### src/rtl/branch_resolve_pipe_if.sv
// ----------------------------------------------------------------------------
// branch_resolve_pipe_if
//   Bundles the pipeline-facing signals of branch_resolve_pipe.
//   master : pipeline / hazard-unit side (drives D/E inputs, consumes results)
//   slave  : branch_resolve_pipe side
//   Signals:
//     branchD, pred_takeD, pcD, targetD : branch info from Decode
//     stallE, stallM, flushE            : hazard-unit controls
//     condE                             : actual condition resolved in Execute
//     branchM, pred_takeM, actual_takeM,
//     pcM                               : M-stage predictor feedback
//     mispredM, redirect_pcM            : mispredict indication and fix-up PC
//     flush_predD, flush_predE          : wrong-path flushes
//     branch_cnt, mispred_cnt           : saturating statistics
// ----------------------------------------------------------------------------
interface branch_resolve_pipe_if #(
  parameter int unsigned CNT_W = 32
);
  logic             branchD;
  logic             pred_takeD;
  logic [31:0]      pcD;
  logic [31:0]      targetD;
  logic             stallE;
  logic             stallM;
  logic             flushE;
  logic             condE;

  logic             branchM;
  logic             pred_takeM;
  logic             actual_takeM;
  logic [31:0]      pcM;
  logic             mispredM;
  logic [31:0]      redirect_pcM;
  logic             flush_predD;
  logic             flush_predE;
  logic [CNT_W-1:0] branch_cnt;
  logic [CNT_W-1:0] mispred_cnt;

  modport master (
    output branchD, pred_takeD, pcD, targetD, stallE, stallM, flushE, condE,
    input  branchM, pred_takeM, actual_takeM, pcM, mispredM, redirect_pcM,
           flush_predD, flush_predE, branch_cnt, mispred_cnt
  );

  modport slave (
    input  branchD, pred_takeD, pcD, targetD, stallE, stallM, flushE, condE,
    output branchM, pred_takeM, actual_takeM, pcM, mispredM, redirect_pcM,
           flush_predD, flush_predE, branch_cnt, mispred_cnt
  );
endinterface

### src/rtl/branch_resolve_pipe.sv
// ----------------------------------------------------------------------------
// branch_resolve_pipe
//   Carries each branch's prediction from Decode through Execute into Memory,
//   resolves it in M, drives the wrong-path flush / PC redirect and keeps
//   saturating retired-branch and mispredict counters.
//   Ports:
//     clk  : clock, all state on the rising edge
//     rst  : synchronous active-high reset
//     bus  : branch_resolve_pipe_if.slave (see interface header)
//   Parameter:
//     CNT_W : width of branch_cnt / mispred_cnt (must match the interface)
// ----------------------------------------------------------------------------
module branch_resolve_pipe #(
  parameter int unsigned CNT_W = 32
) (
  input  logic                  clk,
  input  logic                  rst,
  branch_resolve_pipe_if.slave  bus
);

  // D/E register
  logic        validE_q,  validE_d;
  logic        predE_q,   predE_d;
  logic [31:0] pcE_q,     pcE_d;
  logic [31:0] targetE_q, targetE_d;

  // E/M register
  logic        branchM_q,   branchM_d;
  logic        predM_q,     predM_d;
  logic        actM_q,      actM_d;
  logic [31:0] pcM_q,       pcM_d;
  logic [31:0] targetM_q,   targetM_d;
  logic [31:0] pc4M_q,      pc4M_d;

  // Statistics
  logic [CNT_W-1:0] bcnt_q, bcnt_d;
  logic [CNT_W-1:0] mcnt_q, mcnt_d;

  logic mispred;
  logic retire;
  logic stall_de;

  assign mispred  = branchM_q & (predM_q ^ actM_q);
  assign retire   = branchM_q & ~bus.stallM;
  assign stall_de = bus.stallE | bus.stallM;

  // D/E next state: a mispredict squashes the E slot even when the D/E
  // register would otherwise be stalled, since whatever sits there is wrong-path.
  always_comb begin
    validE_d  = validE_q;
    predE_d   = predE_q;
    pcE_d     = pcE_q;
    targetE_d = targetE_q;
    if (mispred || bus.flushE) begin
      validE_d  = 1'b0;
      predE_d   = 1'b0;
      pcE_d     = '0;
      targetE_d = '0;
    end else if (!stall_de) begin
      validE_d  = bus.branchD;
      // Non-branches never carry a taken prediction.
      predE_d   = bus.branchD & bus.pred_takeD;
      pcE_d     = bus.pcD;
      targetE_d = bus.targetD;
    end
  end

  // E/M next state: stallM outranks the mispredict bubble so the resolved
  // branch stays visible in M (and keeps flushing) until it can retire.
  always_comb begin
    branchM_d = branchM_q;
    predM_d   = predM_q;
    actM_d    = actM_q;
    pcM_d     = pcM_q;
    targetM_d = targetM_q;
    pc4M_d    = pc4M_q;
    if (!bus.stallM) begin
      if (mispred) begin
        branchM_d = 1'b0;
        predM_d   = 1'b0;
        actM_d    = 1'b0;
        pcM_d     = '0;
        targetM_d = '0;
        pc4M_d    = '0;
      end else begin
        branchM_d = validE_q;
        predM_d   = predE_q;
        actM_d    = bus.condE & validE_q;
        pcM_d     = pcE_q;
        targetM_d = targetE_q;
        pc4M_d    = pcE_q + 32'd4;
      end
    end
  end

  // Counters advance only on the retiring edge, so a stalled branch is
  // counted once; both stick at all-ones.
  always_comb begin
    bcnt_d = bcnt_q;
    mcnt_d = mcnt_q;
    if (retire) begin
      if (bcnt_q != '1) bcnt_d = bcnt_q + 1'b1;
      if (mispred && (mcnt_q != '1)) mcnt_d = mcnt_q + 1'b1;
    end
  end

  always_ff @(posedge clk) begin
    if (rst) begin
      validE_q  <= 1'b0;
      predE_q   <= 1'b0;
      pcE_q     <= '0;
      targetE_q <= '0;
      branchM_q <= 1'b0;
      predM_q   <= 1'b0;
      actM_q    <= 1'b0;
      pcM_q     <= '0;
      targetM_q <= '0;
      pc4M_q    <= '0;
      bcnt_q    <= '0;
      mcnt_q    <= '0;
    end else begin
      validE_q  <= validE_d;
      predE_q   <= predE_d;
      pcE_q     <= pcE_d;
      targetE_q <= targetE_d;
      branchM_q <= branchM_d;
      predM_q   <= predM_d;
      actM_q    <= actM_d;
      pcM_q     <= pcM_d;
      targetM_q <= targetM_d;
      pc4M_q    <= pc4M_d;
      bcnt_q    <= bcnt_d;
      mcnt_q    <= mcnt_d;
    end
  end

  assign bus.branchM      = branchM_q;
  assign bus.pred_takeM   = predM_q;
  assign bus.actual_takeM = actM_q;
  assign bus.pcM          = pcM_q;
  assign bus.mispredM     = mispred;
  assign bus.redirect_pcM = actM_q ? targetM_q : pc4M_q;
  assign bus.flush_predD  = mispred;
  assign bus.flush_predE  = mispred;
  assign bus.branch_cnt   = bcnt_q;
  assign bus.mispred_cnt  = mcnt_q;

endmodule

### src/flat_wrapper.sv
// flat-port wrapper written by rule: the top's interface ports become plain ports
module branch_resolve_pipe_flat 
#(
  parameter int unsigned CNT_W = 32
)
  (clk, rst, bus_branchD, bus_pred_takeD, bus_pcD, bus_targetD, bus_stallE, bus_stallM, bus_flushE, bus_condE, bus_branchM, bus_pred_takeM, bus_actual_takeM, bus_pcM, bus_mispredM, bus_redirect_pcM, bus_flush_predD, bus_flush_predE, bus_branch_cnt, bus_mispred_cnt);
  branch_resolve_pipe_if #(.CNT_W(CNT_W)) bus_i ();
  input  logic clk;
  input  logic rst;
  input wire logic [$bits(bus_i.branchD)-1:0] bus_branchD;
  input wire logic [$bits(bus_i.pred_takeD)-1:0] bus_pred_takeD;
  input wire logic [$bits(bus_i.pcD)-1:0] bus_pcD;
  input wire logic [$bits(bus_i.targetD)-1:0] bus_targetD;
  input wire logic [$bits(bus_i.stallE)-1:0] bus_stallE;
  input wire logic [$bits(bus_i.stallM)-1:0] bus_stallM;
  input wire logic [$bits(bus_i.flushE)-1:0] bus_flushE;
  input wire logic [$bits(bus_i.condE)-1:0] bus_condE;
  output wire logic [$bits(bus_i.branchM)-1:0] bus_branchM;
  output wire logic [$bits(bus_i.pred_takeM)-1:0] bus_pred_takeM;
  output wire logic [$bits(bus_i.actual_takeM)-1:0] bus_actual_takeM;
  output wire logic [$bits(bus_i.pcM)-1:0] bus_pcM;
  output wire logic [$bits(bus_i.mispredM)-1:0] bus_mispredM;
  output wire logic [$bits(bus_i.redirect_pcM)-1:0] bus_redirect_pcM;
  output wire logic [$bits(bus_i.flush_predD)-1:0] bus_flush_predD;
  output wire logic [$bits(bus_i.flush_predE)-1:0] bus_flush_predE;
  output wire logic [$bits(bus_i.branch_cnt)-1:0] bus_branch_cnt;
  output wire logic [$bits(bus_i.mispred_cnt)-1:0] bus_mispred_cnt;
  assign bus_i.branchD = bus_branchD;
  assign bus_i.pred_takeD = bus_pred_takeD;
  assign bus_i.pcD = bus_pcD;
  assign bus_i.targetD = bus_targetD;
  assign bus_i.stallE = bus_stallE;
  assign bus_i.stallM = bus_stallM;
  assign bus_i.flushE = bus_flushE;
  assign bus_i.condE = bus_condE;
  assign bus_branchM = bus_i.branchM;
  assign bus_pred_takeM = bus_i.pred_takeM;
  assign bus_actual_takeM = bus_i.actual_takeM;
  assign bus_pcM = bus_i.pcM;
  assign bus_mispredM = bus_i.mispredM;
  assign bus_redirect_pcM = bus_i.redirect_pcM;
  assign bus_flush_predD = bus_i.flush_predD;
  assign bus_flush_predE = bus_i.flush_predE;
  assign bus_branch_cnt = bus_i.branch_cnt;
  assign bus_mispred_cnt = bus_i.mispred_cnt;
  branch_resolve_pipe #(.CNT_W(CNT_W)) u_core (.clk(clk), .rst(rst), .bus(bus_i));
endmodule
### config.mk
export PLATFORM = sky130hd
export DESIGN_NAME = branch_resolve_pipe_flat
export DESIGN_NICKNAME = d
export VERILOG_FILES = /design/src/rtl/branch_resolve_pipe_if.sv /design/src/rtl/branch_resolve_pipe.sv /design/src/flat_wrapper.sv
export SDC_FILE = /design/constraint.sdc
export NUM_CORES = 1
export LEC_CHECK = 0
export BUFFER_PORTS_ARGS = -buffer_cell sky130_fd_sc_hd__buf_2
export CORE_MARGIN = 4
export CORE_UTILIZATION = 40
export DETAILED_ROUTE_END_ITERATION = 7
export HOLD_SLACK_MARGIN = 0.03
export PLACE_DENSITY = 0.65
export SYNTH_ARGS = -nofsm -noshare
export SYNTH_HDL_FRONTEND = slang
export SYNTH_SLANG_ARGS = --single-unit
### constraint.sdc
create_clock -name clk -period 2 [get_ports clk]
set_input_delay 0.4 -clock clk [delete_from_list [all_inputs] [get_ports clk]]
set_output_delay 0.4 -clock clk [all_outputs]
set_load 0.01 [all_outputs]
==> summary.md <==
| Metric | Value |
|---|---|
| Die height | `166.2 microns` |
| Worst reg2reg endpoint | `u_core.bus.mispred_cnt[5]` |
| Critical path class | `reg -> out` |
| Count of pins over their slew limit | `0` |
| Worst IR Drop VDD | `approximately 0.00057 V` |
| Utilization after layout | `between 50 and 60%` |
| Post-DP HPWL | `20.54 mm` |
| GR Util All Layers | `between 20 and 25%` |
| Final WL | `30.62 mm` |
| Final cell count without fillers | `1832` |
| Clock latency on the worst-skew pair | `0.52 ns` |
| Critical path depth | `3` |
| Post-synth top area cell | `dfxtp_1` |
| Final setup viols | `25` |
| Initial antenna violation count | `2` |
| Number of synthesized flops with an enable pin | `0` |
| Top-area cell type share of the netlist area | `45.38%` |
| Syn Area/Cell | `slightly above 8 sq um` |
| Initial core utilization | `40.93%` |
| CTS root buf | `clkbuf_16` |
| Commonest non-fill, non-tap cell in the layout | `nand2_1` |
| Setup TNS | `-0.7268 ns` |
| Synth-to-Final Area Change | `36.82%` |
| CTS tree | `built` |
| Max stage delay on crit path | `0.46 ns` |
| Fin crit period | `2.048 ns` |
| First-pass DRT Iterations | `5` |
| DR vias | `approximately 10000` |
| Tot Pwr | `around 10000 uW` |
| Final hold vios | `0` |
| CP Data Required Time | `1.60 ns` |
| Mapped Nets | `about 1300` |
| Wire length on met1 | `13.53 mm` |
| Power Dens Cells | `roughly 730 nW/um^2` |
| Failing checks | `setup timing` |
| Core ar. | `24460 sq um` |
| H-Tree Depth | `1` |
| Max_cap viols | `0` |
| CTS clk-pin slew, worst paths | `roughly 0.06 ns` |
| R2R cell count | `7` |
| Synth warn | `0` |
| ANT nets after route | `0` |
| Gr ovfl total | `0` |
| Cells after synthesis | `1204` |
| Slowest stage cell, crit path | `dfxtp_4` |
| FMAX | `0.4883 GHz` |
| Most frequent cells in the layout | `nand2_1, dfxtp_1, buf_2` |
| Crit-path cells | `buf_12 -> mux2_2 -> buf_2` |
| Ys flop type | `dfxtp_1` |
| Largest net degree at the start of global routing | `90` |
| Final worst-path setup slack | `-0.04780 ns` |
| Period Utilization, post-route | `102.4%` |
| Dpl cells | `1771` |
| DR top layer | `met5` |
| GPL Wtd Cong | `0.8606` |
| Port Buffers | `205` |
| Vias per cell | `5.337` |
| Top delay family on crit path | `flip-flops` |
| Asr flop ratio synth | `0%` |
| Critical Path Start | `u_core.bus.actual_takeM` |
| Met2 routed WL | `14.75 mm` |
| FF+latch count, synth | `227` |
| Area contributors post-synth | `dfxtp_1, nand2_1, a21oi_1, nand3b_1, mux2_2` |
| Initial DRC Count | `775` |
| # clock sinks | `about 230` |
| Ant diodes | `0` |
| # rows | `57` |
| End of the critical path | `bus_redirect_pcM[7]` |
| Distinct cell type count after synthesis | `56` |
| Worst Skew | `roughly 0.015 ns` |
| RSZ-0062 raised after global routing | `yes` |
| Status | `finished with violations` |
| Type of origin of the critical path | `flop` |
| HP Start | `bus_targetD[24]` |
| First-pass GRT wire length | `47.04 mm` |
| Hold Path Class | `in -> reg` |
| Worst Path Arrival | `1.65 ns` |
| Share of cells above drive strength 1 | `between 30% and 40%` |
| Lkg Pwr | `0.005349 uW` |
| Ports | `206` |
| Worst path bufs/invs | `2` |
| Met3 WL | `1.707 mm` |
| Die area | `27630 sq um` |
| Total Nets Final | `~1600` |
| Hold Buf Count CTS | `0` |
| DIE WIDTH | `166.2 microns` |
| Max-slew headroom | `47.59%` |
| Number of global-route vias before repair | `9056` |
| R2R setup slack | `0.02 ns` |
| Clk buf depth | `3` |
| Worst reg2reg startpoint | `u_core.bus.mispred_cnt[14]` |
| Crit path max fanout | `9` |
| CTS Buf Count | `25` |
| Post-synthesis cell area | `10010 sq um` |
| Register area share after synthesis | `45.38%` |
| # DRC | `0` |
| Worst-Margin Slew | `0.7861 ns` |
| Wire per inst | `16.71 microns` |
| CP Capture Type | `primary output` |
-- stage by stage --
stage	setup WS (ns)	hold slack, ns	cell area, sq um
final	-0.04780	0.1085	13700
after global placement	-0.07556	0.4346	12140
after global routing	-0.09959	0.09370	13700
after detailed placement	-0.1089	0.4426	12140
after floorplan	-0.006085	0.4212	10050
after CTS	-0.08606	0.08901	13270
-- timing repair --
action | CTS | global route
setup endpoints to repair | 47 | 59
pin swaps | 4 | 20
hold endpoints to repair | 0 | 0
cloned | 1 | 2
resized for setup | 44 | 71
buffers inserted | 4 | 10
-- power breakdown --
part           switching [uW]  leakage [uW]  internal (uW)
clock                    1880      0.000429           3020
sequential               37.3       0.00184           4570
combinational             286       0.00308            195
-- how the worst min path moves through the flow --
stage / endpoint / cells past startpoint
after CTS: u_core.targetE_q[24] / 3
after global routing: u_core.targetE_q[24] / 3
after global placement: u_core.pc4M_q[25] / 2
final: u_core.targetE_q[24] / 3
after floorplan: u_core.pc4M_q[10] / 2
after detailed placement: u_core.pc4M_q[23] / 2
-- layer usage --
layer	GRT usage, %	vias up
met1	26.41	4656
met4	4.554	4
met2	34.69	272
met5	0	-
met3	3.928	37
li1	-	4808
-- flip-flops by register name (all words and copies together), names as in the netlist --
name,count
u_core.bus.branch_cnt,32
u_core.bus.actual_takeM,1
u_core.targetM_q,32
u_core.validE_q,1
u_core.targetE_q,32
u_core.bus.branchM,1
u_core.bus.pred_takeM,1
u_core.bus.mispred_cnt,32
u_core.predE_q,1
u_core.bus.pcM,30
u_core.pc4M_q,32
u_core.pcE_q,32
-- worst reg2reg max path: cells and delay by family (launching register included) --
family,cells,cell delay [ns]
simple gates,3,0.75
flops,1,0.35
buf+inv,2,0.33
compound gates,1,0.29
xor+xnor,1,0.14
-- synthesized netlist by cell type (3+ instances only) --
library cell,number
nand2_1,260
dfxtp_1,227
a21oi_1,173
nand3b_1,66
clkbuf_1,61
o21ai_0,50
mux2_2,38
nor2_1,37
nand3_1,34
nand4_1,31
xor2_1,29
or3_1,26
nor4_1,15
or4_1,13
o31ai_1,12
xnor2_1,11
buf_1,10
and4_1,9
inv_1,9
nor2b_1,9
and3_1,8
o211ai_1,7
or3_2,7
nor3_1,6
a22oi_1,5
buf_4,5
or2_2,4
buf_2,3
buf_6,3
ha_1,3
-- area by class of cell --
class,count,area (sq um)
Fill cell,2247,10760
Multi-Input combinational cell,885,5361
Sequential cell,227,4579
Timing Repair Buffer,342,2444
Clock buffer,30,664.4
Tap cell,324,405.4
Clock inverter,15,212.7
Inverter,9,33.78
-- logic make-up (layout without fill, tap and decap cells) --
kind of cell	Yosys count	in the layout	synth area share, %
flip-flops	227	227	45.38
XOR/XNOR	40	40	3.499
AO/OA/AOI/OAI	260	260	14.32
multiplexers	41	41	4.598
buffers and inverters	92	396	3.949
adder cells (fa/ha/maj)	3	3	0.3749
AND/OR/NAND/NOR	541	541	27.88
(Power assumes the default switching activity.)
